`src/rtl/alu_seq_pkg.sv`:
```
// Shared encodings for the ALU command sequencer.
package alu_seq_pkg;

  typedef enum logic [1:0] {
    S_IDLE = 2'b00,
    S_LOAD = 2'b01,
    S_WAIT = 2'b10,
    S_RESP = 2'b11
  } state_e;

  // ALU in_sel is {persist, load, reset}; all-zero only while held in reset.
  localparam logic [2:0] IN_OFF     = 3'b000;
  localparam logic [2:0] IN_PERSIST = 3'b100;
  localparam logic [2:0] IN_LOAD    = 3'b010;
  localparam logic [2:0] IN_RESET   = 3'b001;

  localparam logic [2:0] OP_CLEAR = 3'd7;

  // Bit k of the one-hot out_sel: op n lights bit (num_ops-1-n), so op0 is the MSB.
  // The clear op lights nothing.
  function automatic logic op_sel_bit(input logic [2:0] op, input int num_ops, input int k);
    return (op != OP_CLEAR) && (int'(op) == num_ops - 1 - k);
  endfunction

endpackage

```
`src/rtl/alu_cmd_fifo.sv`:
```
// Small synchronous command FIFO with full/empty flags and show-ahead read data.
module alu_cmd_fifo #(
  parameter int DW    = 19,
  parameter int DEPTH = 4
) (
  input  logic          clk,
  input  logic          rst,
  input  logic          push_i,
  input  logic [DW-1:0] wdata_i,
  input  logic          pop_i,
  output logic [DW-1:0] rdata_o,
  output logic          full_o,
  output logic          empty_o
);

  localparam int AW = (DEPTH > 1) ? $clog2(DEPTH) : 1;

  logic [DW-1:0] mem_q [DEPTH];
  logic [AW-1:0] wptr_q, rptr_q;
  logic [AW:0]   count_q;
  logic          do_push, do_pop;

  assign full_o  = (count_q == (AW+1)'(DEPTH));
  assign empty_o = (count_q == '0);
  assign do_push = push_i && !full_o;
  assign do_pop  = pop_i && !empty_o;
  assign rdata_o = mem_q[rptr_q];

  // Pointer and occupancy bookkeeping; a simultaneous push and pop leaves the count unchanged.
  always_ff @(posedge clk or negedge rst) begin
    if (!rst) begin
      wptr_q  <= '0;
      rptr_q  <= '0;
      count_q <= '0;
    end else begin
      if (do_push) wptr_q <= wptr_q + 1'b1;
      if (do_pop)  rptr_q <= rptr_q + 1'b1;
      count_q <= count_q + {{AW{1'b0}}, do_push} - {{AW{1'b0}}, do_pop};
    end
  end

  // Storage needs no reset: entries are only read after being written.
  always_ff @(posedge clk) begin
    if (do_push) mem_q[wptr_q] <= wdata_i;
  end

endmodule

```
`src/rtl/alu_op_sequencer.sv`:
```
// Drives the ALU operand/select interface from a queue of commands and returns
// each captured ALU result over a valid/ready handshake.
//
// state  | meaning
// IDLE   | waiting for a queued command; ALU told to persist
// LOAD   | one cycle presenting operands/op with in_sel=load (reset for clear)
// WAIT   | ALU_LAT cycles for the ALU result; capture on the last one
// RESP   | result held until res_ready; then next command or IDLE
module alu_op_sequencer
  import alu_seq_pkg::*;
#(
  parameter int WIDTH      = 8,
  parameter int NUM_OPS    = 7,
  parameter int ALU_LAT    = 1,
  parameter int FIFO_DEPTH = 4
) (
  input  logic               clk,
  input  logic               rst,
  input  logic               cmd_valid,
  output logic               cmd_ready,
  input  logic [2:0]         cmd_op,
  input  logic [WIDTH-1:0]   cmd_a,
  input  logic [WIDTH-1:0]   cmd_b,
  output logic               res_valid,
  input  logic               res_ready,
  output logic [WIDTH-1:0]   res_data,
  output logic [2:0]         res_op,
  output logic               alu_on,
  output logic [2:0]         alu_in_sel,
  output logic [WIDTH-1:0]   alu_num1,
  output logic [WIDTH-1:0]   alu_num2,
  output logic [NUM_OPS-1:0] alu_out_sel,
  input  logic [WIDTH-1:0]   alu_out,
  output logic [1:0]         state
);

  localparam int FW = 2*WIDTH + 3;

  logic [FW-1:0]      fifo_rdata;
  logic               fifo_full, fifo_empty, fifo_push, fifo_pop;
  logic [2:0]         head_op;
  logic [WIDTH-1:0]   head_a, head_b;

  state_e             state_q, state_d;
  logic [3:0]         cnt_q, cnt_d;
  logic [2:0]         op_q, op_d;
  logic [WIDTH-1:0]   num1_q, num1_d, num2_q, num2_d;
  logic [NUM_OPS-1:0] sel_q, sel_d;
  logic [WIDTH-1:0]   res_data_q, res_data_d;
  logic [2:0]         res_op_q, res_op_d;
  logic               alu_on_q;

  assign cmd_ready = rst && !fifo_full;
  assign fifo_push = cmd_valid && cmd_ready;
  assign {head_op, head_a, head_b} = fifo_rdata;

  alu_cmd_fifo #(
    .DW    (FW),
    .DEPTH (FIFO_DEPTH)
  ) u_fifo (
    .clk     (clk),
    .rst     (rst),
    .push_i  (fifo_push),
    .wdata_i ({cmd_op, cmd_a, cmd_b}),
    .pop_i   (fifo_pop),
    .rdata_o (fifo_rdata),
    .full_o  (fifo_full),
    .empty_o (fifo_empty)
  );

  // Next-state, pop decision, ALU select and result capture.
  always_comb begin
    state_d    = state_q;
    cnt_d      = cnt_q;
    op_d       = op_q;
    num1_d     = num1_q;
    num2_d     = num2_q;
    sel_d      = sel_q;
    res_data_d = res_data_q;
    res_op_d   = res_op_q;
    fifo_pop   = 1'b0;
    alu_in_sel = alu_on_q ? IN_PERSIST : IN_OFF;

    case (state_q)
      S_IDLE: begin
        if (!fifo_empty) begin
          fifo_pop = 1'b1;
          state_d  = S_LOAD;
        end
      end
      S_LOAD: begin
        alu_in_sel = (op_q == OP_CLEAR) ? IN_RESET : IN_LOAD;
        cnt_d      = 4'(ALU_LAT);
        state_d    = S_WAIT;
      end
      S_WAIT: begin
        cnt_d = cnt_q - 4'd1;
        if (cnt_q == 4'd1) begin
          res_data_d = (op_q == OP_CLEAR) ? '0 : alu_out;
          res_op_d   = op_q;
          state_d    = S_RESP;
        end
      end
      S_RESP: begin
        if (res_ready) begin
          if (!fifo_empty) begin
            fifo_pop = 1'b1;
            state_d  = S_LOAD;
          end else begin
            state_d = S_IDLE;
          end
        end
      end
      default: state_d = S_IDLE;
    endcase

    // Operands and op select change only when a command is popped, so they
    // stay stable through WAIT and keep their last values in IDLE/RESP.
    if (fifo_pop) begin
      op_d   = head_op;
      num1_d = head_a;
      num2_d = head_b;
      for (int k = 0; k < NUM_OPS; k++) sel_d[k] = op_sel_bit(head_op, NUM_OPS, k);
    end
  end

  // State and datapath registers; reset drops any in-flight or held result.
  always_ff @(posedge clk or negedge rst) begin
    if (!rst) begin
      state_q    <= S_IDLE;
      cnt_q      <= '0;
      op_q       <= '0;
      num1_q     <= '0;
      num2_q     <= '0;
      sel_q      <= '0;
      res_data_q <= '0;
      res_op_q   <= '0;
      alu_on_q   <= 1'b0;
    end else begin
      state_q    <= state_d;
      cnt_q      <= cnt_d;
      op_q       <= op_d;
      num1_q     <= num1_d;
      num2_q     <= num2_d;
      sel_q      <= sel_d;
      res_data_q <= res_data_d;
      res_op_q   <= res_op_d;
      alu_on_q   <= 1'b1;
    end
  end

  assign state       = state_q;
  assign res_valid   = (state_q == S_RESP);
  assign res_data    = res_data_q;
  assign res_op      = res_op_q;
  assign alu_on      = alu_on_q;
  assign alu_num1    = num1_q;
  assign alu_num2    = num2_q;
  assign alu_out_sel = sel_q;

endmodule
```
`config.mk`:
```
export PLATFORM = sky130hd
export DESIGN_NAME = alu_op_sequencer
export DESIGN_NICKNAME = d
export VERILOG_FILES = /design/src/rtl/alu_seq_pkg.sv /design/src/rtl/alu_cmd_fifo.sv /design/src/rtl/alu_op_sequencer.sv
export SDC_FILE = /design/constraint.sdc
export NUM_CORES = 1
export LEC_CHECK = 0
export CORE_UTILIZATION = 40
export DETAILED_ROUTE_END_ITERATION = 8
export GPL_TIMING_DRIVEN = 1
export PLACE_DENSITY = 0.72
export SYNTH_ARGS = -nofsm -noshare
export SYNTH_HDL_FRONTEND = slang
export SYNTH_SLANG_ARGS = --single-unit
export TNS_END_PERCENT = 10
```
`constraint.sdc`:
```
create_clock -name clk -period 4.3 [get_ports clk]
set_clock_uncertainty 0.05 [all_clocks]
set_input_delay 0.43 -clock clk [delete_from_list [all_inputs] [get_ports clk]]
set_output_delay 0.43 -clock clk [all_outputs]
set_load 0.05 [all_outputs]
```
Word-level counts from Yosys, hierarchy flattened
Memories as Yosys holds them, arrays and structs flattened.
Cells that the tools add are included.
{"block": "totals", "register_bits": 51, "ramBits": 76, "n_memories": 1, "elab_cells": 68, "inputBits": 31}
{"block": "op_classes", "mux": 15, "eq_ne": 16, "n_addsub": 5, "n_reduce_logical": 19}
{"name": "u_fifo.mem_q", "depth": 4, "word_bits": 19, "read_ports": 1, "rd_clocked_by_memory_dff": 0, "write_ports": 1, "line_no": "alu_cmd_fifo.sv:18", "rtl": "logic [DW-1:0] mem_q [DEPTH];"}
{"op": "equality test 3 bit, second input constant", "n": 6}
{"op": "logical AND 1 bit", "n": 11}
{"op": "2-to-1 mux 2 bit", "n": 4}
{"op": "2-to-1 mux 8 bit", "n": 1}
{"op": "one-hot mux 2 bit (4 select lines)", "n": 1}
{"op": "one-hot mux 4 bit (2 select lines)", "n": 1}
{"op": "equality test 3 x 2 -> 1 bit, second input constant", "n": 2}
{"op": "zero test 3 bit", "n": 2}
{"op": "2-to-1 mux 3 bit", "n": 2}
{"op": "2-to-1 mux 1 bit", "n": 5}
{"op": "adder 2 x 1 -> 2 bit, second input constant", "n": 2}
{"op": "equality test 2 bit, second input constant", "n": 2}
{"op": "equality test 4 x 1 -> 1 bit, second input constant", "n": 1}
{"op": "!= test 2 bit, second input constant", "n": 2}
{"op": "subtractor 4 x 1 -> 4 bit, second input constant", "n": 1}
{"op": "adder 3 x 1 -> 3 bit", "n": 1}
{"op": "!= test 3 bit, second input constant", "n": 1}
{"op": "AND reduction 3 bit", "n": 1}
{"op": "subtractor 3 x 1 -> 3 bit", "n": 1}
{"op": "equality test 2 x 1 -> 1 bit, second input constant", "n": 1}
{"op": "zero test 1 bit", "n": 2}
{"op": "zero test 2 bit", "n": 1}
{"op": "!= test 2 x 1 -> 1 bit, second input constant", "n": 1}
{"op": "one-hot mux 1 bit (2 select lines)", "n": 1}
{"op": "other kinds (2)", "n": 2}

Logic depth before layout (Yosys ltp)
Gate-level depths: netlist of run 1.
{"block": "logic_depth", "word_depth": 7, "depth_mapped": 13, "mapped_depth_nobuf": 11}

Modules after synthesis
Synthesis of run 1 repeated with hierarchy kept, for this count alone.
{"block": "unflattened", "hier_cells": 302, "area_unflattened_um2": 5210.0}
{"mod": "alu_cmd_fifo", "cells_per_inst": 140, "n_inst": 1, "seq_area_each_um2": 2457.4, "area_each_um2": 3211.8}
{"mod": "alu_op_sequencer", "cells_per_inst": 162, "n_inst": 1, "seq_area_each_um2": 1101.1, "area_each_um2": 1998.2}

Least setup slack after synthesis of run 1
No wires, ideal clock.
{"block": "synth_path", "path_type": "register to register", "start": "reg state_q[1] (netlist: state[1])", "end": "reg u_fifo.count_q[2]", "path_buffers": 2, "slack_ns": 1.108, "t_required_ns": 4.126, "stages_incl_launch_ff": 13, "t_arrival_ns": 3.019, "period_less_slack_ns": 3.192, "path_cell_list": "dfrtp_1 ha_1 a21oi_1 or3_1 buf_2 clkinv_2 buf_2 ha_1 inv_1 ha_1 fa_1 xnor2_1 xnor2_1"}
{"block": "synth_via", "elab_chain_len": 4}
{"element": "start, declared", "line_no": "alu_op_sequencer.sv:44", "rtl": "state_e state_q, state_d;"}
{"element": "start signal, assigned", "line_no": "alu_op_sequencer.sv:140", "rtl": "state_q <= state_d;"}
{"element": "equality test 2 bit"}
{"element": "net res_valid", "line_no": "alu_op_sequencer.sv:24", "rtl": "output logic res_valid,"}
{"element": "one-hot mux 1 bit (2 select lines)", "line_no": "alu_op_sequencer.sv:84", "rtl": "case (state_q)"}
{"element": "logical AND 1 bit", "line_no": "alu_cmd_fifo.sv:26", "rtl": "assign do_pop = pop_i && !empty_o;"}
{"element": "net u_fifo.do_pop", "line_no": "alu_cmd_fifo.sv:21", "rtl": "logic do_push, do_pop;"}
{"element": "subtractor 3 x 1 -> 3 bit", "line_no": "alu_cmd_fifo.sv:38", "rtl": "count_q <= count_q + {{AW{1'b0}}, do_push} - {{AW{1'b0}}, do_pop};"}
{"element": "end signal, assigned", "line_no": "alu_cmd_fifo.sv:38"}
{"element": "end, declared", "line_no": "alu_cmd_fifo.sv:20", "rtl": "logic [AW:0] count_q;"}
The timed path passes the listed nets, and every way through them passes these cells.
A chain may end at the register's enable or synchronous reset.

Worst setup path after layout of run 1
{"block": "layout_path", "start": "reg state_q[1] (netlist: state[1])", "end": "reg u_fifo.count_q[2]"}
{"block": "layout_via", "elab_chain_len": 4}
{"element": "equality test 2 bit or zero test 2 bit (tied branches)", "line_no": "alu_op_sequencer.sv:84"}
{"element": "one-hot mux 1 bit (2 select lines) *", "line_no": "alu_op_sequencer.sv:84"}
{"element": "logical AND 1 bit *", "line_no": "alu_cmd_fifo.sv:26"}
{"element": "subtractor 3 x 1 -> 3 bit *", "line_no": "alu_cmd_fifo.sv:38"}
Every way passes the cells marked *; elsewhere a longest branch is shown, timed or not.

==> results list, run 1 <==
* Run status: finished clean
- In this run the register-to-register setup slack is 1.39 ns.
* CTS root buf: sky130_fd_sc_hd__clkbuf_16
- The worst path needs 2.91 ns of the cycle, external delays included.
- Power spread over the standard cell area amounts to 807 nW/um2.
- Fraction of power consumed by combinational cells: 0.394
- The number of pins exceeding their max-slew limit in the final report came to 0.
* Critical Path Start Type: flip-flop
- STA puts the critical path data required time at approximately 4.6 ns.
- The via count of the first global-routing pass was 3013.
* Average instance area after synthesis: roughly 15 um2
- Worst slew slack as a fraction of its limit: 0.323
- Horiz. Die Dim: between 100 and 150 um
- For the final routed database, the setup TNS stands at 0 ns.
* Largest net degree at the start of global routing: 52
- Worst reg2reg startpoint: state[1]$_DFFE_PN0P_
- Clock latency at the later pin of the worst-skew pair: slightly above 0.4 ns
* Register area: 3560 um2
* Placed cell areas: 5910 um2
- Top Ports: 73
- Ratio of routed vias to standard cells: between 4 and 5
- In this run the worst path has a maximum fanout of 20.
* Fraction of layout instances using a drive strength above 1: 0.129
- Multi-input combinational cell area: about 1300 um2
- Total power of the final layout: 5.24 mW
- After the last flow step, the layout net total stands at 465.
- At the end of routability-driven placement, the weighted congestion stood at 0.717.
* Placement Rows: 40
- Cell internal power dissipation: 3.18 mW
- For this run, the number of Yosys warnings is 0.
- The die is approximately 110 um tall.
- After global routing the overflow that remains totals 0.
- Of the total power, the clock network draws 0.261.
* Worst-Margin Slew: 1.02 ns
- The initial antenna violation count came to 0.
- After clock tree synthesis, the clock-pin slew on the worst setup and hold paths is 0.06 ns.
- Setup violation total in the final timing report: 0
- Number of optimization iterations in the first detailed-route pass: 4
- Clock Sink Count: approximately 130
- The area growth from synthesis to layout is 28.5%.
* CP Capture Type: flip-flop
- For this run, the register share of the synthesized area comes to 0.704.
- The endpoint identified for the worst register-to-register timing path is u_fifo.count_q[2]$_DFF_PN0_.
- For this block, the initial DRC count from the detailed router was ~110.
* Final HPWL DP: just under 6000 um
- Finished layout cell area: 6490 um2
- Initial Util: 0.415
- For this run, the leading register cell type out of synthesis is sky130_fd_sc_hd__edfxtp_1.
- 0 antenna diodes ended up in the layout.
* GRT Util Overall: 0.164
- Counting stages on the worst path, the most repeated cell is sky130_fd_sc_hd__ha_1.
* Buffer count from post-CTS setup fixing: 0
- The final hold violation count is 0.
- Global-route wire length before repair: 15400 um
- Reg2reg path depth: 10
- In the finished design, the share of the clock period the worst path needs comes to 0.677.
- Buffers inserted during clock tree synthesis total 17.
* DRC violation count after routing: 0
- Worst setup path class: reg -> reg
- Highest achievable clock rate: 343 MHz
- FF+latch count, synth: 127
* Max incr delay on CP: 0.45 ns
- Number of nets with antenna violations after routing: 0
- Net switching power of the design: between 2 and 2.5 mW
- Number of distinct library cells after synthesis: 39
* Number of nets produced by synthesis: around 380
- Max-cap viol count: 0
- The tightest min-delay check is of the in -> async type.
- OpenSTA, run right after detailed placement, puts the worst setup slack at 1.37 ns.
- Slowest stage cell, crit path: sky130_fd_sc_hd__ha_1
- Wires add up to 9340 um.
* Max VDD drop: 0.000389 V
- The floorplan step defined a die boundary enclosing 13100 um2.
- Chain of cells forming the critical path: inv_1 -> ha_1 -> or3_1 -> clkinv_2 -> ha_1 -> inv_1 -> ha_1 -> fa_1 -> xnor2_1 -> xnor2_1
- Critical path capture point: u_fifo.count_q[2]$_DFF_PN0_
- Depth of the CTS H-tree: 4
- Floorplan Core Area: 12200 um2
- Counting flops with an async set or reset pin after synthesis yields a share of 0.402.
* Port-buffer cells: 72
* Post-route setup slack: 1.39 ns
* Post-synth EDFFs: between 70 and 80
- After filler insertion, the fill cell instance count of the layout stands at 1020.
- In this run the cell area of the synthesized design comes to just over 5000 um2.
* Leakage power: 2.59 nW
- Hold repair after CTS inserted 0 buffers.
- Routed vias: 2875
- Gate count of the mapped netlist: 339
- Counting along the longest clock path gives a buffer depth of 2.
* Unrepaired setup endpoints after global routing: no
* Net switching share of the total power: 0.394
* Worst endpoint data arrival time: 3.19 ns
* Gates resized, CTS repair: 0
- TritonCTS built the clock tree.
- The share of total power dissipated in sequential elements is 0.345.
- Average routed wire per standard cell: 15.5 um
- The tightest hold path in the finished design has a slack of 0.151 ns.
* CP Launch Point: state[1]$_DFFE_PN0P_
==> flip-flops by register name, indices dropped and copies added (netlist names), 4 cells and up <==
register,cells
cnt_q,4
u_fifo.mem_q,76
alu_num2,8
alu_num1,8
alu_out_sel,7
res_data,8
==> area by class of cell <==
cell class	instances	area share
Clock inverter	15	0.0233
Sequential cell	127	0.548
Clock buffer	17	0.0655
Multi-Input combinational cell	182	0.207
Tap cell	168	0.0324
Inverter	17	0.0100
Timing Repair Buffer	75	0.114
==> layout by cell type, fill, tap and decap left out, types with 2 or more instances in the layout <==
cell type | Yosys | layout
sky130_fd_sc_hd__a21oi_1 | 2 | 2
sky130_fd_sc_hd__a32o_1 | 2 | 2
sky130_fd_sc_hd__and3_1 | 5 | 5
sky130_fd_sc_hd__buf_4 | 1 | 3
sky130_fd_sc_hd__clkbuf_16 | 0 | 17
sky130_fd_sc_hd__clkdlybuf4s50_1 | 0 | 71
sky130_fd_sc_hd__clkinv_2 | 1 | 2
sky130_fd_sc_hd__clkinv_4 | 0 | 4
sky130_fd_sc_hd__clkinvlp_4 | 0 | 2
sky130_fd_sc_hd__dfrtp_1 | 51 | 51
sky130_fd_sc_hd__edfxtp_1 | 76 | 76
sky130_fd_sc_hd__ha_1 | 13 | 13
sky130_fd_sc_hd__inv_1 | 16 | 16
sky130_fd_sc_hd__inv_6 | 0 | 5
sky130_fd_sc_hd__inv_8 | 0 | 2
sky130_fd_sc_hd__mux4_1 | 2 | 2
sky130_fd_sc_hd__mux4_2 | 17 | 17
sky130_fd_sc_hd__nand2_1 | 89 | 89
sky130_fd_sc_hd__nand2b_1 | 2 | 2
sky130_fd_sc_hd__nand3_1 | 11 | 11
sky130_fd_sc_hd__nand3b_1 | 2 | 2
sky130_fd_sc_hd__nor2_1 | 5 | 5
sky130_fd_sc_hd__nor3_1 | 2 | 2
sky130_fd_sc_hd__o21ai_0 | 8 | 8
sky130_fd_sc_hd__o31ai_1 | 2 | 2
sky130_fd_sc_hd__xnor2_1 | 5 | 5
==> per-stage QoR <==
step                      utilization  instances
after floorplan                     -        339
after global placement          0.486        569
after detailed placement        0.486        569
after CTS                       0.534        601
after global routing            0.534        601
final                           0.534        601
==> power groups by stage <==
stage                     registers [mW]  clock network (mW)  logic, mW
after floorplan                     2.29                   0       1.04
after global placement              1.81                   0       2.05
after detailed placement            1.83                   0       2.09
after CTS                           1.81                1.39       2.10
after global routing                1.85                1.45       2.26
final                               1.81                1.37       2.06
==> cells in the mapped netlist (all sizes together), types with 3 or more instances <==
master / number / area, um2
and3: 5 / 31.3
buf: 10 / 76.3
clkbuf: 3 / 11.3
dfrtp: 51 / 1280
edfxtp: 76 / 2280
ha: 13 / 163
inv: 16 / 60.1
mux4: 19 / 435
nand2: 89 / 334
nand3: 11 / 55.1
nor2: 5 / 18.8
o21ai: 8 / 40.0
xnor2: 5 / 43.8
==> critical path: cells and delay by family (launching register included) <==
| family | cells | cell delay (ns) |
|---|---|---|
| XOR/XNOR | 2 | 0.32 |
| adder cells (fa/ha/maj) | 4 | 1.41 |
| buffers and inverters | 3 | 0.44 |
| flip-flops | 1 | 0.41 |
| AND/OR/NAND/NOR | 1 | 0.20 |
==> how the worst min path moves through the flow <==
| stage | from | slack [ns] | endpoint |
|---|---|---|---|
| 6_report | rst | 0.15 | res_op[0]$_DFFE_PN0P_ |
| 5_1_grt | rst | 0.20 | res_data[2]$_DFFE_PN0P_ |
| 4_1_cts | rst | 0.16 | res_data[2]$_DFFE_PN0P_ |
| 3_5_place_dp | res_data[1]$_DFFE_PN0P_ | 0.41 | res_data[1]$_DFFE_PN0P_ |
| 3_3_place_gp | res_data[2]$_DFFE_PN0P_ | 0.40 | res_data[2]$_DFFE_PN0P_ |
| 2_1_floorplan | rst | 0.08 | alu_num1[0]$_DFFE_PN0N_ |
==> per-layer routing <==
layer,up-vias,track usage,wire length [um]
met1,1398,0.196,3950
met2,92,0.265,4610
met3,15,0.0656,633
met4,0,0.0649,152
li1,1370,-,-
met5,-,0,0
==> cell families (layout without fill, tap and decap cells) <==
family / after synthesis / after routing / share of synthesized area
adders and majority gates: 14 / 14 / 0.0362
xor gates and xnor gates: 5 / 5 / 0.00867
buffers and inverters: 30 / 124 / 0.0302
other: 1 / 1 / 0.000742
muxes: 21 / 21 / 0.0904
AOI/OAI and AO/OA: 19 / 19 / 0.0265
and+or+nand+nor: 122 / 122 / 0.103
DFF: 127 / 127 / 0.704
Power figures use the tool's default switching activity.
==> run 2: changes to the inputs <==
- PLACE_DENSITY: 0.72 -> 0.74
- clock period: 4.3 -> 2.4 ns (I/O delays scaled with it)
==> run 2 against run 1 <==
- routed wire length rose by 5.7%
- combinational power rose by 91%
- die area did not move
- setup slack got worse by 1.3 ns
- maximum frequency rose by 25%
- critical endpoint unchanged
- register-to-register slack got worse by 1.3 ns
- sequential cell count did not move
==> results list, run 2 (synthesis gave the netlist of run 1 again) <==
- The flow ran to the end, and the final reports show no timing, DRC or antenna violations.
* Worst hold-check path type: in -> reg
* Placed instance count: 577
* CTS Buffer Depth: 2
* Commonest cells after routing, fill and taps aside: sky130_fd_sc_hd__nand2_1 (89), sky130_fd_sc_hd__edfxtp_1 (76), sky130_fd_sc_hd__clkdlybuf4s50_1 (67)
- Iteration-0 DRC Markers: 140
- The via count of the first global-routing pass was 3093.
- For this run, the detailed router's first-pass iteration total came to 6.
- For this run, design rule violations remaining after detail routing come to 0.
- The congestion estimate from routability-driven global placement came to 0.707.
- The later pin in the worst-skew pair is clocked with a latency of about 0.42 ns.
* Data required, critical path: 2.64 ns
- Measured against its own limit, the worst slew margin works out to 0.548.
* Ratio of routed vias to standard cells: 4.89
* Port-buffer cells: 72
- The die covers 13100 um2.
- TritonCTS built the clock tree.
- Finished layout cell area: between 6000 and 7000 um2
* Clock input transition at the sequential cells of the worst setup and hold paths: 0.06 ns
- Routed vias: 2983
- The register with the most flip-flops in the layout has 76 of them.
- Setup violations remaining at the end of the flow were counted as 0.
- For the pin with the worst max-slew slack, the measured transition is 0.678 ns.
- The first global-routing pass estimated ~16000 um of wire.
- CTS root buf: sky130_fd_sc_hd__clkbuf_16
- Unrepaired setup endpoints after global routing: no
- Met2 wire length: 5040 um
- Highest routed metal layer: met4
- Max-cap viol count: 0
- P per Cell Area: 1450 nW/um2
- Average routed wire per standard cell: 16.2 um
- Area growth, synth to finish: 31.4%
- The detail route stage leaves a number of antenna-violating nets equal to 0.
- CP Capture Type: flip-flop
- Final antenna diode count: 0
* Total routed wire length on the met1 layer: 4070 um
- In this run the count of I/O pins placed on the die edge is 73.
* Die span in y: 114 um
- Largest net degree at the start of global routing: 52
- Timing would allow up to approximately 430 MHz.
* Final Max Tran Viols: 0
* Inserted Clock Buffers: 17
- Most common library cell in the layout ignoring fill and taps: sky130_fd_sc_hd__nand2_1
- Placed cell areas: 6040 um2
- Summing internal, switching and leakage power gives 9.62 mW.
- Fraction of layout instances using a drive strength above 1: 0.167
- Placement Rows: 40
* Number of fill cells in the layout: roughly 980
- Initial antenna violation count: 0
- Critical Path Start Type: flip-flop
* Final layout net count: 474
- GRT Util Overall: 0.166
- More flip-flops sit in one register than any other, and that register is u_fifo.mem_q.
- Post-layout instance count excluding filler cells: 610
- The final hold violation count is 0.
- Final-layout setup total negative slack: 0 ns
- After layout, the minimum clock period comes to 2.33 ns.
- Initial Util: 0.415
- Across the VDD grid, the largest voltage drop is 0.000903 V.
* Total global routing overflow: 0
- Met3 routed WL: roughly 600 um
- The critical path is of the reg -> reg type.
- The clock drives 127 sinks.
- Once detailed placement completed, the half-perimeter wirelength came to between 6000 and 7000 um.
- The clock tree synthesis step divided the H-tree into 4 levels.
- The die is 114 um wide.
* Ratio of final minimum period to clock period: 0.970
- The total area inside the core boundary comes to around 12000 um2.
- Of all nets on the critical path, the largest fanout is 10.
- Drt total wl: 9880 um
- For this design the static power due to leakage is ~2.7 nW.
- Data on the critical path arrives at its endpoint at between 2 and 3 ns.
==> run 2: power by group <==
group	total, mW	internal [mW]	switching (mW)
sequential	3.23	2.89	0.340
clock	2.46	1.53	0.929
combinational	3.94	1.48	2.45
total	9.62	5.90	3.72
==> run 2: final cells by class <==
type	instances	area [um2]	share of cell area
Clock buffer	19	433	0.0652
Clock inverter	13	141	0.0213
Inverter	17	68.8	0.0104
Timing Repair Buffer	84	818	0.123
Tap cell	168	210	0.0317
Multi-Input combinational cell	182	1410	0.212
Sequential cell	127	3560	0.536
==> run 2: per-layer routing <==
layer / vias up / global-route usage
met2: 85 / 0.280
met4: 0 / 0.0814
met1: 1491 / 0.181
met5: - / 0
met3: 13 / 0.0678
li1: 1394 / -
==> run 2: worst paths after layout <==
path / start / end / slack, ns / depth (start not counted)
max in group asynchronous: rst / state[0]$_DFFE_PN0P_ / 1.37 / 3
hold / removal: alu_out[7] / res_data[7]$_DFFE_PN0P_ / 0.33 / 3
min in group asynchronous: rst / res_data[1]$_DFFE_PN0P_ / 0.45 / 3
setup / recovery: state[0]$_DFFE_PN0P_ / u_fifo.count_q[2]$_DFF_PN0_ / 0.07 / 10
setup reg to reg: state[0]$_DFFE_PN0P_ / u_fifo.count_q[2]$_DFF_PN0_ / 0.07 / 10
hold reg to reg: res_data[3]$_DFFE_PN0P_ / res_data[3]$_DFFE_PN0P_ / 0.42 / 2
==> run 2: metrics by stage <==
| stage | util | hold slack (ns) | worst slack, ns |
|---|---|---|---|
| floorplan | - | -0.106 | -0.282 |
| global placement | 0.497 | 0.391 | 0.0431 |
| detailed placement | 0.497 | 0.387 | 0.0212 |
| CTS | 0.545 | 0.318 | 0.0310 |
| global route | 0.546 | 0.334 | 0.00740 |
| finish | 0.546 | 0.326 | 0.0729 |
==> run 2: what timing repair did <==
action	CTS	global route
hold buffers	1	0
hold endpoints to repair	51	0
endpoints found under the setup margin	2	2
gates resized for setup	2	3
buffers inserted	0	0
==> run 2: critical path, cell delays in order, from the launching register on <==
cell and delay, ns:
sky130_fd_sc_hd__dfrtp_2 0.46, sky130_fd_sc_hd__inv_2 0.12, sky130_fd_sc_hd__ha_4 0.23, sky130_fd_sc_hd__or3_4 0.35
sky130_fd_sc_hd__clkinv_4 0.06, sky130_fd_sc_hd__ha_4 0.12, sky130_fd_sc_hd__inv_2 0.04, sky130_fd_sc_hd__ha_4 0.14
sky130_fd_sc_hd__fa_2 0.35, sky130_fd_sc_hd__xnor2_2 0.15, sky130_fd_sc_hd__xnor2_1 0.13
==> run 3: changes to the inputs <==
- CTS_CLUSTER_DIAMETER: not set -> 80
==> results of run 3 <==
The final DEF is identical to that of run 2; final timing and power are the same.
